==> config.mk <==
export PLATFORM = sky130hd
export DESIGN_NAME = sdram_read_master
export DESIGN_NICKNAME = d
export VERILOG_FILES = /design/src/rtl/sdram_read_master.sv
export SDC_FILE = /design/constraint.sdc
export NUM_CORES = 1
export LEC_CHECK = 0
export CAP_MARGIN = 20
export CORE_MARGIN = 1.5
export CORE_UTILIZATION = 35
export CTS_CLUSTER_DIAMETER = 50
export DETAILED_ROUTE_END_ITERATION = 16
export HOLD_SLACK_MARGIN = 0.1
export PLACE_DENSITY = 0.67
export SYNTH_ARGS = -nofsm -noshare
export SYNTH_HDL_FRONTEND = slang
export SYNTH_SLANG_ARGS = --single-unit
==> constraint.sdc <==
create_clock -name clk -period 8.06 [get_ports clk]
set_input_delay 0.806 -clock clk [delete_from_list [all_inputs] [get_ports clk]]
set_output_delay 0.806 -clock clk [all_outputs]
set_load 0.005 [all_outputs]
==> src/rtl/sdram_read_master.sv <==
// Avalon-MM burst read master: splits a beat-count request into bursts of up to MAX_BURST, one outstanding.
// Returned beats are registered (1-cycle latency); commands hold stable under avm_waitrequest.
module sdram_read_master #(
    parameter int DATA_W    = 128,
    parameter int ADDR_W    = 32,
    parameter int CNT_W     = 16,
    parameter int MAX_BURST = 16
) (
    input  logic                         clk,
    input  logic                         rst,
    input  logic                         read_start,
    input  logic [ADDR_W-1:0]            read_addr,
    input  logic [CNT_W-1:0]             read_cnt,
    output logic                         read_valid,
    output logic [DATA_W-1:0]            read_data,
    output logic                         read_done,
    output logic                         busy,
    output logic [ADDR_W-1:0]            avm_address,
    output logic                         avm_read,
    output logic [$clog2(MAX_BURST):0]   avm_burstcount,
    input  logic                         avm_waitrequest,
    input  logic [DATA_W-1:0]            avm_readdata,
    input  logic                         avm_readdatavalid
);

    localparam int BC_W = $clog2(MAX_BURST) + 1;
    localparam logic [ADDR_W-1:0] BEAT_BYTES = ADDR_W'(DATA_W / 8);

    typedef enum logic [1:0] {S_IDLE, S_CMD, S_DATA, S_DONE} state_t;

    state_t              state_q, state_d;
    logic [ADDR_W-1:0]   addr_q, addr_d;
    logic [CNT_W-1:0]    rem_q, rem_d;
    logic [BC_W-1:0]     beats_q, beats_d;
    logic [BC_W-1:0]     blen_q, blen_d;
    logic                rvalid_q, rvalid_d;
    logic [DATA_W-1:0]   rdata_q, rdata_d;
    logic [BC_W-1:0]     bc_w;

    assign bc_w = (rem_q > CNT_W'(MAX_BURST)) ? BC_W'(MAX_BURST) : BC_W'(rem_q);

    always_ff @(posedge clk or posedge rst) begin
        if (rst) begin
            state_q  <= S_IDLE;
            addr_q   <= '0;
            rem_q    <= '0;
            beats_q  <= '0;
            blen_q   <= '0;
            rvalid_q <= 1'b0;
            rdata_q  <= '0;
        end else begin
            state_q  <= state_d;
            addr_q   <= addr_d;
            rem_q    <= rem_d;
            beats_q  <= beats_d;
            blen_q   <= blen_d;
            rvalid_q <= rvalid_d;
            rdata_q  <= rdata_d;
        end
    end

    always_comb begin
        state_d  = state_q;
        addr_d   = addr_q;
        rem_d    = rem_q;
        beats_d  = beats_q;
        blen_d   = blen_q;
        rvalid_d = 1'b0;
        rdata_d  = rdata_q;
        case (state_q)
            S_IDLE: begin
                if (read_start) begin
                    addr_d  = read_addr;
                    rem_d   = read_cnt;
                    state_d = (read_cnt == '0) ? S_DONE : S_CMD;
                end
            end
            S_CMD: begin
                if (!avm_waitrequest) begin
                    beats_d = bc_w;
                    blen_d  = bc_w;
                    state_d = S_DATA;
                end
            end
            S_DATA: begin
                // Burst exhausted with nothing remaining: wait out the registered last beat first.
                if (beats_q == '0) begin
                    state_d = S_DONE;
                end else if (avm_readdatavalid) begin
                    rvalid_d = 1'b1;
                    rdata_d  = avm_readdata;
                    beats_d  = beats_q - BC_W'(1);
                    rem_d    = rem_q - CNT_W'(1);
                    if (beats_q == BC_W'(1)) begin
                        addr_d = addr_q + ADDR_W'(blen_q) * BEAT_BYTES;
                        if (rem_q != CNT_W'(1)) begin
                            state_d = S_CMD;
                        end
                    end
                end
            end
            S_DONE:  state_d = S_IDLE;
            default: state_d = S_IDLE;
        endcase
    end

    always_comb begin
        avm_read       = 1'b0;
        avm_address    = '0;
        avm_burstcount = '0;
        busy           = 1'b0;
        read_done      = 1'b0;
        case (state_q)
            S_CMD: begin
                avm_read       = 1'b1;
                avm_address    = addr_q;
                avm_burstcount = bc_w;
                busy           = 1'b1;
            end
            S_DATA:  busy = 1'b1;
            S_DONE: begin
                busy      = 1'b1;
                read_done = 1'b1;
            end
            default: ;
        endcase
    end

    assign read_valid = rvalid_q;
    assign read_data  = rdata_q;

endmodule
Word level (Yosys, flattened, before mapping)

Cells that the tools add are included.

Output and inout port bits: 169
Input bits: 181
Register bits: 189
Word-level logic and storage cells: 68

Bitwise gates (word level): 2
Add/sub/neg operators: 3
Equal/unequal tests: 13
Reductions and logical operators: 12
Order comparisons: 1
Muxes and demuxes: 30

Operator list:

| cell                                                            | count |
|---|---|
| two-way mux 32 bit                                              | 5 |
| case mux 32 bit (2 select lines)                                | 1 |
| two-way mux 16 bit                                              | 3 |
| adder 32 x 9 -> 32 bit                                          | 1 |
| case mux 16 bit (2 select lines)                                | 1 |
| two-way mux 5 bit                                               | 5 |
| greater-than comparator 16 x 5 -> 1 bit (second input constant) | 1 |
| logical NOT 16 bit                                              | 1 |
| inequality test 16 x 1 -> 1 bit (second input constant)         | 1 |
| subtractor 16 x 1 -> 16 bit (second input constant)             | 1 |
| two-way mux 2 bit                                               | 7 |
| inequality test 2 bit (second input constant)                   | 5 |
| case mux 5 bit (2 select lines)                                 | 1 |
| AND reduction 5 bit                                             | 2 |
| inequality test 3 bit (second input constant)                   | 3 |
| case mux 2 bit (4 select lines)                                 | 1 |
| AND reduction 4 bit                                             | 2 |
| two-way mux 1 bit                                               | 6 |
| == test 5 x 1 -> 1 bit (second input constant)                  | 1 |
| logical NOT 5 bit                                               | 1 |
| subtractor 5 x 1 -> 5 bit (second input constant)               | 1 |
| == test 2 bit (second input constant)                           | 2 |
| nonzero test 2 bit                                              | 2 |
| AND reduction 3 bit                                             | 1 |
| other kinds (5)                                                 | 6 |

Logic depth before layout (Yosys ltp)

Depth in word-level cells: 6
Depth in mapped cells: 9
Depth with buffers taken out: 8

Worst setup path after synthesis

Ideal clock, no wire load.

Kind: register to output
From: reg rem_q[7]
To: out avm_burstcount[0]
Arrival: 1608 ps
Data required time: 7254 ps
Path buffers: 1
Cell stages (with the launch flop): 6
Setup slack: 5646 ps
Cells stage by stage: dfrtp_1 -> nor3_1 -> nand3_1 -> a211oi_1 -> clkbuf_1 -> and3_1

Longest elaborated chain between the ends: 3

RTL lines:

| element                                 | line | source |
|---|---|---|
| start, declared                         | 33   | `logic [CNT_W-1:0] rem_q, rem_d;` |
| start signal, assigned                  | 54   | `rem_q <= rem_d;` |
| greater-than comparator 16 x 5 -> 1 bit | 40   | `assign bc_w = (rem_q > CNT_W'(MAX_BURST)) ? BC_W'(MAX_BURST) : BC_W'(rem_q);` |
| two-way mux 5 bit                       | 40   |  |
| two-way mux 5 bit                       | 113  | `case (state_q)` |
| end, declared                           | 20   | `output logic [$clog2(MAX_BURST):0] avm_burstcount,` |

No other way between the ends.

Final worst setup path

Ends and elaborated chain as after synthesis.

==> out/results.ini <==
[timing]
relSlewSlack_pct = 35.7
hold_violations = 0
rsz0062_at_grt = false
final.min_clock_period_ns = 3.67
finalSetupViolCount = 0
min_period_over_period_pct = 45.5
fmax_ghz = 0.273
fin_setup_tns_ns = 0
tightest_slew_ns = 0.965
slew_viol_final = 0
setup_ws_ns = 4.39
finalClockSkew_ns = 0.0166

[placed_design]
pre_cts_ws_ns = 4.26
gp_congestion = 0.790
dp_hpwl_um = 21100
port_buffers = 349

[die]
die-area_sq_um = 27900
rows = 59
start_util_pct = 35.9
pin_count = 350
core_sq_um = 26200
die_y_um = 167
die-width_um = 167

[detailed_routing]
vias_per_cell = 5.18
ant_nets = 0
dr.pass1.iters = 5
wl_per_cell_um = 20.0
finalWirelength_um = 29000
drtIter0Drc = 601
vias = 7522
route.detailed.drc = 0

[grt]
grt_remaining_overflow = 0
grt_max_degree = 114
antenna_found_initial = 1
grt_pass1_vias = 7424
grt_pass1_wl_um = 45000
grtUsageTotal_pct = 20.9

[cts]
numCtsBuffers = 17
postCtsSetupBuffers = 0
insertion_delay_ns = 0.44
clockBufferDepth = 2
clk_pin_slew_ns = 0.09
cts_tree = yes
cts_hold_buf = 0
cts_resized = 0
cts_sinks = 189
cts_root_buf = clkbuf_16
htree_levels = 4

[setup_path]
worstPathMaxFanout = 5
critPathArrivalTime_ns = 2.86
crit_type = reg -> out
reg2reg_depth = 5
required_ns = 7.25
critPathLaunchType = flop
endpoint_kind = output pin

[synth]
ys_ff_latch = 189
synthTopCellsByArea = dfrtp_1 50%, mux2_4 17%, buf_12 2.3%
syn_inst = 774
yosys_warnings = 0
yosys.area.top_type = dfrtp_1
synth_top_area_share_pct = 50.2
yosysMostFrequentCell = dfrtp_1
syn-cell-area_sq_um = 9420
synth_flop_cell = dfrtp_1
synth_edf_count = 0
ys_types = 60
yosysSeqAreaShare_pct = 50.2
netlist_top_cells_count = 189 x dfrtp_1, 109 x mux2_4, 50 x nor2_1, 46 x nand2_1, 33 x a21oi_1
synth_fp_nets = 967
async_flop_share_pct = 100
syn_area_per_cell_sq_um = 12.2

[run]
drv_cap = 0

[power_and_ir_drop]
power_density_nw_per_um2 = 371
ir_drop_uv = 163
p_leak_uw = 0.00563

[cells_and_area]
n_antenna_cell = 0
nets = 1297
drive_above_1_share_pct = 16.4
num-fill-cells = 2277
area_growth_pct = 44.7

[outcome]
status = finished, final reports clean

[min_path]
hold_depth = 2
hp-class = reg -> reg

## flip-flops by register name, indices dropped and copies added, names as in the netlist
name / cells
state_q: 2
rem_q: 16
read_valid: 1
read_data: 128
beats_q: 5
addr_q: 32
blen_q: 5
## per-layer routing
layer	share of wire, %	vias to the layer above	track usage [%]
met1	43	3719	28.1
met2	48	294	34.2
li1	-	3488	-
met4	1.3	2	5.73
met5	0.031	-	0
met3	6.8	19	4.13
## placed cells by master (no fill, tap or decap), types with 11 or more instances in the layout
cell type	n
o21ai_0	27
nand3_1	20
inv_1	12
a21oi_1	33
ha_1	11
clkdlybuf4s50_1	349
nand2_1	46
dfrtp_1	189
and3_1	16
nor2_1	50
clkbuf_16	17
mux2_2	19
nor3_1	21
and2_1	29
nand4_1	11
a211oi_1	14
mux2_4	109
## power breakdown
| group | internal (uW) | switching [uW] |
|---|---|---|
| Combinational | 1520 | 927 |
| Clock | 414 | 423 |
| Sequential | 1420 | 358 |
| Total | 3350 | 1710 |
## stage by stage
step | instance area [sq um] | instances | hold WS [ns] | power [uW] | utilization, %
5_1_grt | 13600 | 1451 | 0.508 | 5370 | 52.0
6_report | 13600 | 1451 | 0.469 | 5060 | 52.0
3_5_place_dp | 13000 | 1418 | 0.454 | 4240 | 49.7
2_1_floorplan | 9420 | 774 | 0.437 | 3040 | -
4_1_cts | 13600 | 1449 | 0.476 | 5090 | 51.9
3_3_place_gp | 13000 | 1417 | 0.451 | 4180 | 49.6
## final timing paths
| path | start | endpoint | slack, ns |
|---|---|---|---|
| worst max-delay path | rem_q[7]$_DFFE_PP0P_ | avm_burstcount[0] | 4.39 |
| worst min-delay path | addr_q[3]$_DFFE_PP0P_ | addr_q[3]$_DFFE_PP0P_ | 0.47 |
| worst max register to register | state_q[1]$_DFFE_PP0P_ | read_data[83]$_DFFE_PP0P_ | 4.66 |
| worst min register to register | addr_q[3]$_DFFE_PP0P_ | addr_q[3]$_DFFE_PP0P_ | 0.47 |
| max in group asynchronous | rst | read_data[3]$_DFFE_PP0P_ | 5.63 |
| min in group asynchronous | rst | read_data[35]$_DFFE_PP0P_ | 0.92 |
## layout make-up
class	count	area, sq um	area share [%]
clock buffer	17	425	3.12
clock inverter	14	149	1.09
inverter	13	56.3	0.413
multi-input combinational	525	4270	31.3
sequential	189	4730	34.7
tap	335	419	3.08
timing repair buffer	358	3570	26.2
## kinds of logic (layout without fill, tap and decap cells)
kind of cell | after synthesis | count (layout) | share of synthesized area [%]
flops | 189 | 189 | 50.2
buf+inv | 60 | 402 | 4.61
fa+ha+maj | 12 | 12 | 1.67
mux | 128 | 128 | 19.7
simple gates | 237 | 237 | 13.4
compound gates | 148 | 148 | 10.4
## critical path, stage by stage (launching register included)
cell	delay [ns]
dfrtp_1	0.42
nor3_1	0.46
nand3_1	0.27
a211oi_1	0.52
and3_1	0.26
clkdlybuf4s50_1	0.50
(Power assumes the default switching activity.)
